[config.mk]
export PLATFORM = sky130hd
export DESIGN_NAME = ysyx_22040729_inst_fetch
export DESIGN_NICKNAME = d
export VERILOG_FILES = /design/src/rtl/ysyx_22040729_inst_fetch.sv
export SDC_FILE = /design/constraint.sdc
export NUM_CORES = 1
export LEC_CHECK = 0
export BUFFER_PORTS_ARGS = -buffer_cell sky130_fd_sc_hd__buf_2
export CAP_MARGIN = 15
export CORE_MARGIN = 3
export CORE_UTILIZATION = 50
export DETAILED_ROUTE_END_ITERATION = 10
export PLACE_DENSITY = 0.84
export SLEW_MARGIN = 40
export SYNTH_ARGS = -nofsm -noshare
export SYNTH_HDL_FRONTEND = slang
export SYNTH_SLANG_ARGS = --single-unit
[constraint.sdc]
create_clock -name i_clk -period 13.14 [get_ports i_clk]
set_clock_uncertainty 0.2 [all_clocks]
set_input_delay 2.628 -clock i_clk [delete_from_list [all_inputs] [get_ports i_clk]]
set_output_delay 2.628 -clock i_clk [all_outputs]
set_load 0.01 [all_outputs]
[src/rtl/ysyx_22040729_inst_fetch.sv]
// ---------------------------------------------------------------------------
// ysyx_22040729_inst_fetch
//
// Instruction fetch unit. Walks a PC stream, issues one 32-bit read at a
// time to memory, buffers each returned word together with its PC in a
// small FIFO and hands the FIFO head to the decoder. A redirect flushes the
// FIFO, discards any response still in flight and restarts fetch at the
// new (word-aligned) PC.
//
// Handshakes: every channel is valid/ready. A transfer happens on the
// rising edge where valid and ready are both high. Valid never depends on
// ready. A memory response is a one-cycle pulse on i_rsp_valid that always
// belongs to the single outstanding request.
//
// Ports
//   i_clk, i_rst        clock, synchronous active-high reset
//   i_redirect_valid    flush and restart fetch at i_redirect_pc
//   i_redirect_pc       redirect target (bits [1:0] ignored)
//   o_req_valid         memory read request valid
//   i_req_ready         memory accepts the request
//   o_req_addr          read address (current pc register)
//   i_rsp_valid         read data valid (single-cycle pulse)
//   i_rsp_data          returned instruction word
//   o_inst_valid        FIFO head valid
//   i_inst_ready        decoder consumes the FIFO head
//   o_inst, o_inst_pc   FIFO head instruction and its PC
//   o_dbg_state         FSM state (0 IDLE, 1 WAIT_RSP, 2 DROP)
// ---------------------------------------------------------------------------
module ysyx_22040729_inst_fetch #(
   parameter int                    INST_WIDTH = 32,
   parameter int                    DATA_WIDTH = 64,
   parameter logic [DATA_WIDTH-1:0] RESET_PC   = 'h8000_0000,
   parameter int                    FIFO_DEPTH = 2
) (
   input  logic                  i_clk,
   input  logic                  i_rst,
   input  logic                  i_redirect_valid,
   input  logic [DATA_WIDTH-1:0] i_redirect_pc,
   output logic                  o_req_valid,
   input  logic                  i_req_ready,
   output logic [DATA_WIDTH-1:0] o_req_addr,
   input  logic                  i_rsp_valid,
   input  logic [INST_WIDTH-1:0] i_rsp_data,
   output logic                  o_inst_valid,
   input  logic                  i_inst_ready,
   output logic [INST_WIDTH-1:0] o_inst,
   output logic [DATA_WIDTH-1:0] o_inst_pc,
   output logic [1:0]            o_dbg_state
);

   localparam int PTR_W = $clog2(FIFO_DEPTH);
   localparam int CNT_W = PTR_W + 1;
   localparam logic [CNT_W-1:0] DEPTH_C = CNT_W'(FIFO_DEPTH);

   typedef enum logic [1:0] {
      S_IDLE     = 2'd0,
      S_WAIT_RSP = 2'd1,
      S_DROP     = 2'd2
   } state_t;

   state_t                r_state;
   state_t                w_next_state;
   logic [DATA_WIDTH-1:0] r_pc;
   logic [DATA_WIDTH-1:0] r_req_pc;

   logic [INST_WIDTH-1:0] r_fifo_inst [FIFO_DEPTH];
   logic [DATA_WIDTH-1:0] r_fifo_pc   [FIFO_DEPTH];
   logic [PTR_W-1:0]      r_wr_ptr;
   logic [PTR_W-1:0]      r_rd_ptr;
   logic [CNT_W-1:0]      r_count;

   logic w_req_valid;
   logic w_accept;
   logic w_push;
   logic w_pop;

   // ------------------------------------------------------------------
   // FSM next state and request valid
   // ------------------------------------------------------------------
   always_comb begin
      w_next_state = r_state;
      w_req_valid  = 1'b0;
      case (r_state)
         S_IDLE: begin
            // Only request when a FIFO slot is free, so the response can
            // always be pushed. A redirect suppresses the request so no
            // stale address is ever accepted.
            w_req_valid = (r_count < DEPTH_C) && !i_redirect_valid;
            if (w_req_valid && i_req_ready) begin
               w_next_state = S_WAIT_RSP;
            end
         end
         S_WAIT_RSP: begin
            if (i_redirect_valid) begin
               // Response still to come must be swallowed in DROP.
               w_next_state = i_rsp_valid ? S_IDLE : S_DROP;
            end else if (i_rsp_valid) begin
               w_next_state = S_IDLE;
            end
         end
         S_DROP: begin
            if (i_rsp_valid) begin
               w_next_state = S_IDLE;
            end
         end
         default: w_next_state = S_IDLE;
      endcase
   end

   assign w_accept = w_req_valid && i_req_ready;
   assign w_push   = (r_state == S_WAIT_RSP) && i_rsp_valid && !i_redirect_valid;
   assign w_pop    = o_inst_valid && i_inst_ready;

   // ------------------------------------------------------------------
   // FSM state, PC and outstanding-request PC
   // ------------------------------------------------------------------
   always_ff @(posedge i_clk) begin
      if (i_rst) begin
         r_state  <= S_IDLE;
         r_pc     <= RESET_PC;
         r_req_pc <= '0;
      end else begin
         r_state <= w_next_state;
         if (i_redirect_valid) begin
            r_pc <= {i_redirect_pc[DATA_WIDTH-1:2], 2'b00};
         end else if (w_accept) begin
            r_pc     <= r_pc + DATA_WIDTH'(4);
            r_req_pc <= r_pc;
         end
      end
   end

   // ------------------------------------------------------------------
   // FIFO control. Flush takes priority over a same-cycle pop.
   // ------------------------------------------------------------------
   always_ff @(posedge i_clk) begin
      if (i_rst || i_redirect_valid) begin
         r_wr_ptr <= '0;
         r_rd_ptr <= '0;
         r_count  <= '0;
      end else begin
         if (w_push) begin
            r_wr_ptr <= r_wr_ptr + PTR_W'(1);
         end
         if (w_pop) begin
            r_rd_ptr <= r_rd_ptr + PTR_W'(1);
         end
         if (w_push && !w_pop) begin
            r_count <= r_count + CNT_W'(1);
         end else if (w_pop && !w_push) begin
            r_count <= r_count - CNT_W'(1);
         end
      end
   end

   // FIFO storage needs no reset; entries are only visible via r_count.
   always_ff @(posedge i_clk) begin
      if (w_push) begin
         r_fifo_inst[r_wr_ptr] <= i_rsp_data;
         r_fifo_pc[r_wr_ptr]   <= r_req_pc;
      end
   end

   assign o_req_valid  = w_req_valid;
   assign o_req_addr   = r_pc;
   assign o_inst_valid = (r_count != '0);
   assign o_inst       = r_fifo_inst[r_rd_ptr];
   assign o_inst_pc    = r_fifo_pc[r_rd_ptr];
   assign o_dbg_state  = r_state;

endmodule

==> metrics.log <==
INFO  metric synthDistinctLibCells = 61
INFO  metric synth_warnings = 0
INFO  metric synth_area = 13130 um2
INFO  metric timing_hold_violations_final = 0
INFO  metric asyncSetResetFlopFracSynth = 0
INFO  metric crit_path_max_fanout = 38
INFO  metric route.antenna.remaining_nets = 0
INFO  metric hp-start = r_req_pc[57]$_SDFFE_PP0P_
INFO  metric cts_sinks = 319
INFO  metric clockRootBuffer = clkbuf_16
INFO  metric row_count = 58
INFO  metric synthFlopType = edfxtp_1
INFO  metric finalNetCount = 1471
INFO  metric avgViaCountPerCell = 5.910
INFO  metric drcViolationCount = 0
INFO  metric synth.largest_area_cell = edfxtp_1
INFO  metric cts_inserted_buffers = 35
INFO  metric grt_pass1_wl = 55.05 mm
INFO  metric numPlacedInstances = 1660
INFO  metric clkLatencyLatePin = 510 ps
INFO  metric outcome = complete, no violations
INFO  metric detail_route.iter0.violations = 1190
INFO  metric yosys_register_bits = 319
INFO  metric die-area = 28240 um2
INFO  metric cts_hold_buf = 0
INFO  metric worstSetupEndpointType = primary output
INFO  metric post_synth_inst_count = 1134
INFO  metric routed_wirelength = 35.71 mm
INFO  metric maxSlewViolCount = 0
INFO  metric overflow_left_after_global_routing = 0
INFO  metric worstSetupPathType = primary input to primary output
INFO  metric report.power.total = 2178 uW
INFO  metric p_leak = 0.005835 uW
INFO  metric cts_tree = done
INFO  metric cp.required = 10310 ps
INFO  metric finalCritPeriodShare = 0.4850
INFO  metric gpl.final_weighted_congestion = 0.8732
INFO  metric wl_per_cell = 20.67 um
INFO  metric unrepaired_setup_endpoints_after_global_routing = false
INFO  metric grt_start_max_net_pins = 82
INFO  metric core_area = 25470 um2
INFO  metric r2r_start = o_dbg_state[0]$_SDFFE_PP0P_
INFO  metric cts.path.max_buffers = 3
INFO  metric n_fill_cell = 2010
INFO  metric final_critical_path_setup_slack = 6767 ps
INFO  metric initial_utilization = 0.5155
INFO  metric post_synth.cell_area_avg = 11.58 um2
INFO  metric power-per-cell-area = 137.8 nW/um2
INFO  metric post-cts-setup-buffers = 0
INFO  metric synth_enable_flop_cells = 188
INFO  metric die_h = 168.1 um
INFO  metric post_cts_resized = 0
INFO  metric drive_above_1_share = 0.3111
INFO  metric detailed_routing_iteration_count_for_the_pre_antenna_repair_pass = 7
INFO  metric start_kind = primary input
INFO  metric dieWidth = 168.1 um
INFO  metric ioPinCount = 266
INFO  metric layout_min_cycle_time = 6373 ps
INFO  metric ys_top_cells_by_count = edfxtp_1, nand2_1, dfxtp_1, a21oi_1, mux2_2
INFO  metric maxClockFrequency = 156.9 MHz
INFO  metric portBuffers = 259
INFO  metric fin_setup_tns = 0 ps
INFO  metric slew_headroom = 0.4444
INFO  metric clkTransAtPathRegs = 50 ps
INFO  metric drv_cap = 0
INFO  metric syn_to_final_growth = 20.34%
INFO  metric grt_antenna_before_repair = 5
INFO  metric htreeDepth = 2
INFO  metric post-place-ws = 6801 ps
INFO  metric synth_top_area_share = 0.4300
INFO  metric setup.worst_path.start = i_redirect_valid
INFO  metric arrival = 3550 ps
INFO  metric layout.cells.non_filler = 1728
INFO  metric netlist_top_cells_area = edfxtp_1, dfxtp_1, mux2_2
INFO  metric gr_util_all_layers = 0.2438
INFO  metric dp_hpwl = 23.26 mm
INFO  metric grt_pass1_vias = 9761
INFO  metric finalHoldWorstSlack = 249.8 ps
INFO  metric max-vdd-ir-drop = 0.09892 mV
INFO  metric finalSetupViolations = 0
INFO  metric worstHoldPathType = flip-flop to flip-flop
INFO  metric seq_area_frac_synth = 0.6297
INFO  metric slack_of_the_worst_reg_to_reg_path = 9570 ps
INFO  metric vias = 10213
INFO  metric worst_slew_pin_slew = 833.4 ps
==> critical path: stages <==
cell and delay [ps]:
buf_2 620, nor4_1 120, buf_2 180
==> path summary, 6_finish.rpt <==
path	to	cells after the start
max	o_req_valid	3
min	r_fifo_pc[1][57]$_DFFE_PP_	0
max reg2reg	o_req_addr[55]$_SDFFE_PP0P_	6
min reg2reg	r_fifo_pc[1][57]$_DFFE_PP_	0
==> kinds of logic (layout without fill, tap and decap cells) <==
kind of cell | count (synthesis) | count (layout) | share of synthesized area
buf+inv | 86 | 341 | 0.02582
fa+ha+maj | 2 | 2 | 0.001906
mux | 98 | 98 | 0.08424
xor+xnor | 17 | 17 | 0.01134
simple gates | 387 | 387 | 0.1423
other cells | 1 | 10 | 0.0002856
compound gates | 224 | 224 | 0.1044
flops | 319 | 319 | 0.6297
==> layer usage <==
metal / vias to the layer above / GRT usage / part of all wire
li1: 4698 / - / -
met1: 4865 / 0.3278 / 0.40
met2: 566 / 0.3894 / 0.47
met3: 84 / 0.05048 / 0.095
met4: 0 / 0.09890 / 0.035
met5: - / 0 / 0
==> power breakdown <==
group,leakage [uW],total [uW],switching (uW),internal (uW)
registers,0.00290,1100,30.8,1070
clock network,0.000551,954,383,571
logic,0.00238,119,73.3,46.0
total,0.00584,2180,487,1690
==> metrics by stage <==
step	util	area, um2
after CTS	0.6195	15780
final	0.6203	15800
after floorplan	-	13140
after detailed placement	0.5754	14660
after global placement	0.5753	14650
after global routing	0.6202	15800
==> final cells by class <==
class | instances | area [um2] | share of cell area
sequential | 319 | 8272 | 0.5235
multi-input combinational | 732 | 4553 | 0.2881
timing repair buffer | 270 | 1393 | 0.08813
clock buffer | 47 | 993.5 | 0.06287
tap | 330 | 412.9 | 0.02613
clock inverter | 15 | 128.9 | 0.008156
inverter | 9 | 33.78 | 0.002138
antenna | 6 | 15.01 | 0.0009502
==> flip-flops by register name, summed over array words and instances (netlist names), named ones only <==
register / cells
o_dbg_state: 2
o_req_addr: 62
r_count: 2
r_fifo_inst: 64
r_fifo_pc: 124
r_rd_ptr: 1
r_req_pc: 62
r_wr_ptr: 1
==> cell usage in the layout, fill, tap and decap left out, types with 6 or more instances in the layout <==
cell type	n
clkbuf_16	37
inv_1	8
clkbuf_1	7
xnor2_1	12
dfxtp_1	130
and2_1	11
o211ai_1	7
o22ai_1	8
o31a_1	6
o311ai_0	14
a31oi_1	26
nor4_1	15
buf_4	9
and4_1	8
nor3_1	26
nor2_1	39
buf_2	258
or4_1	8
a21oi_1	106
or3_1	7
edfxtp_1	188
and3_1	12
diode_2	6
clkinv_1	6
a22oi_1	8
nand2_1	188
nand3_1	26
mux2_2	96
o21ai_0	24
nand4_1	29
Power figures use the tool's default switching activity.
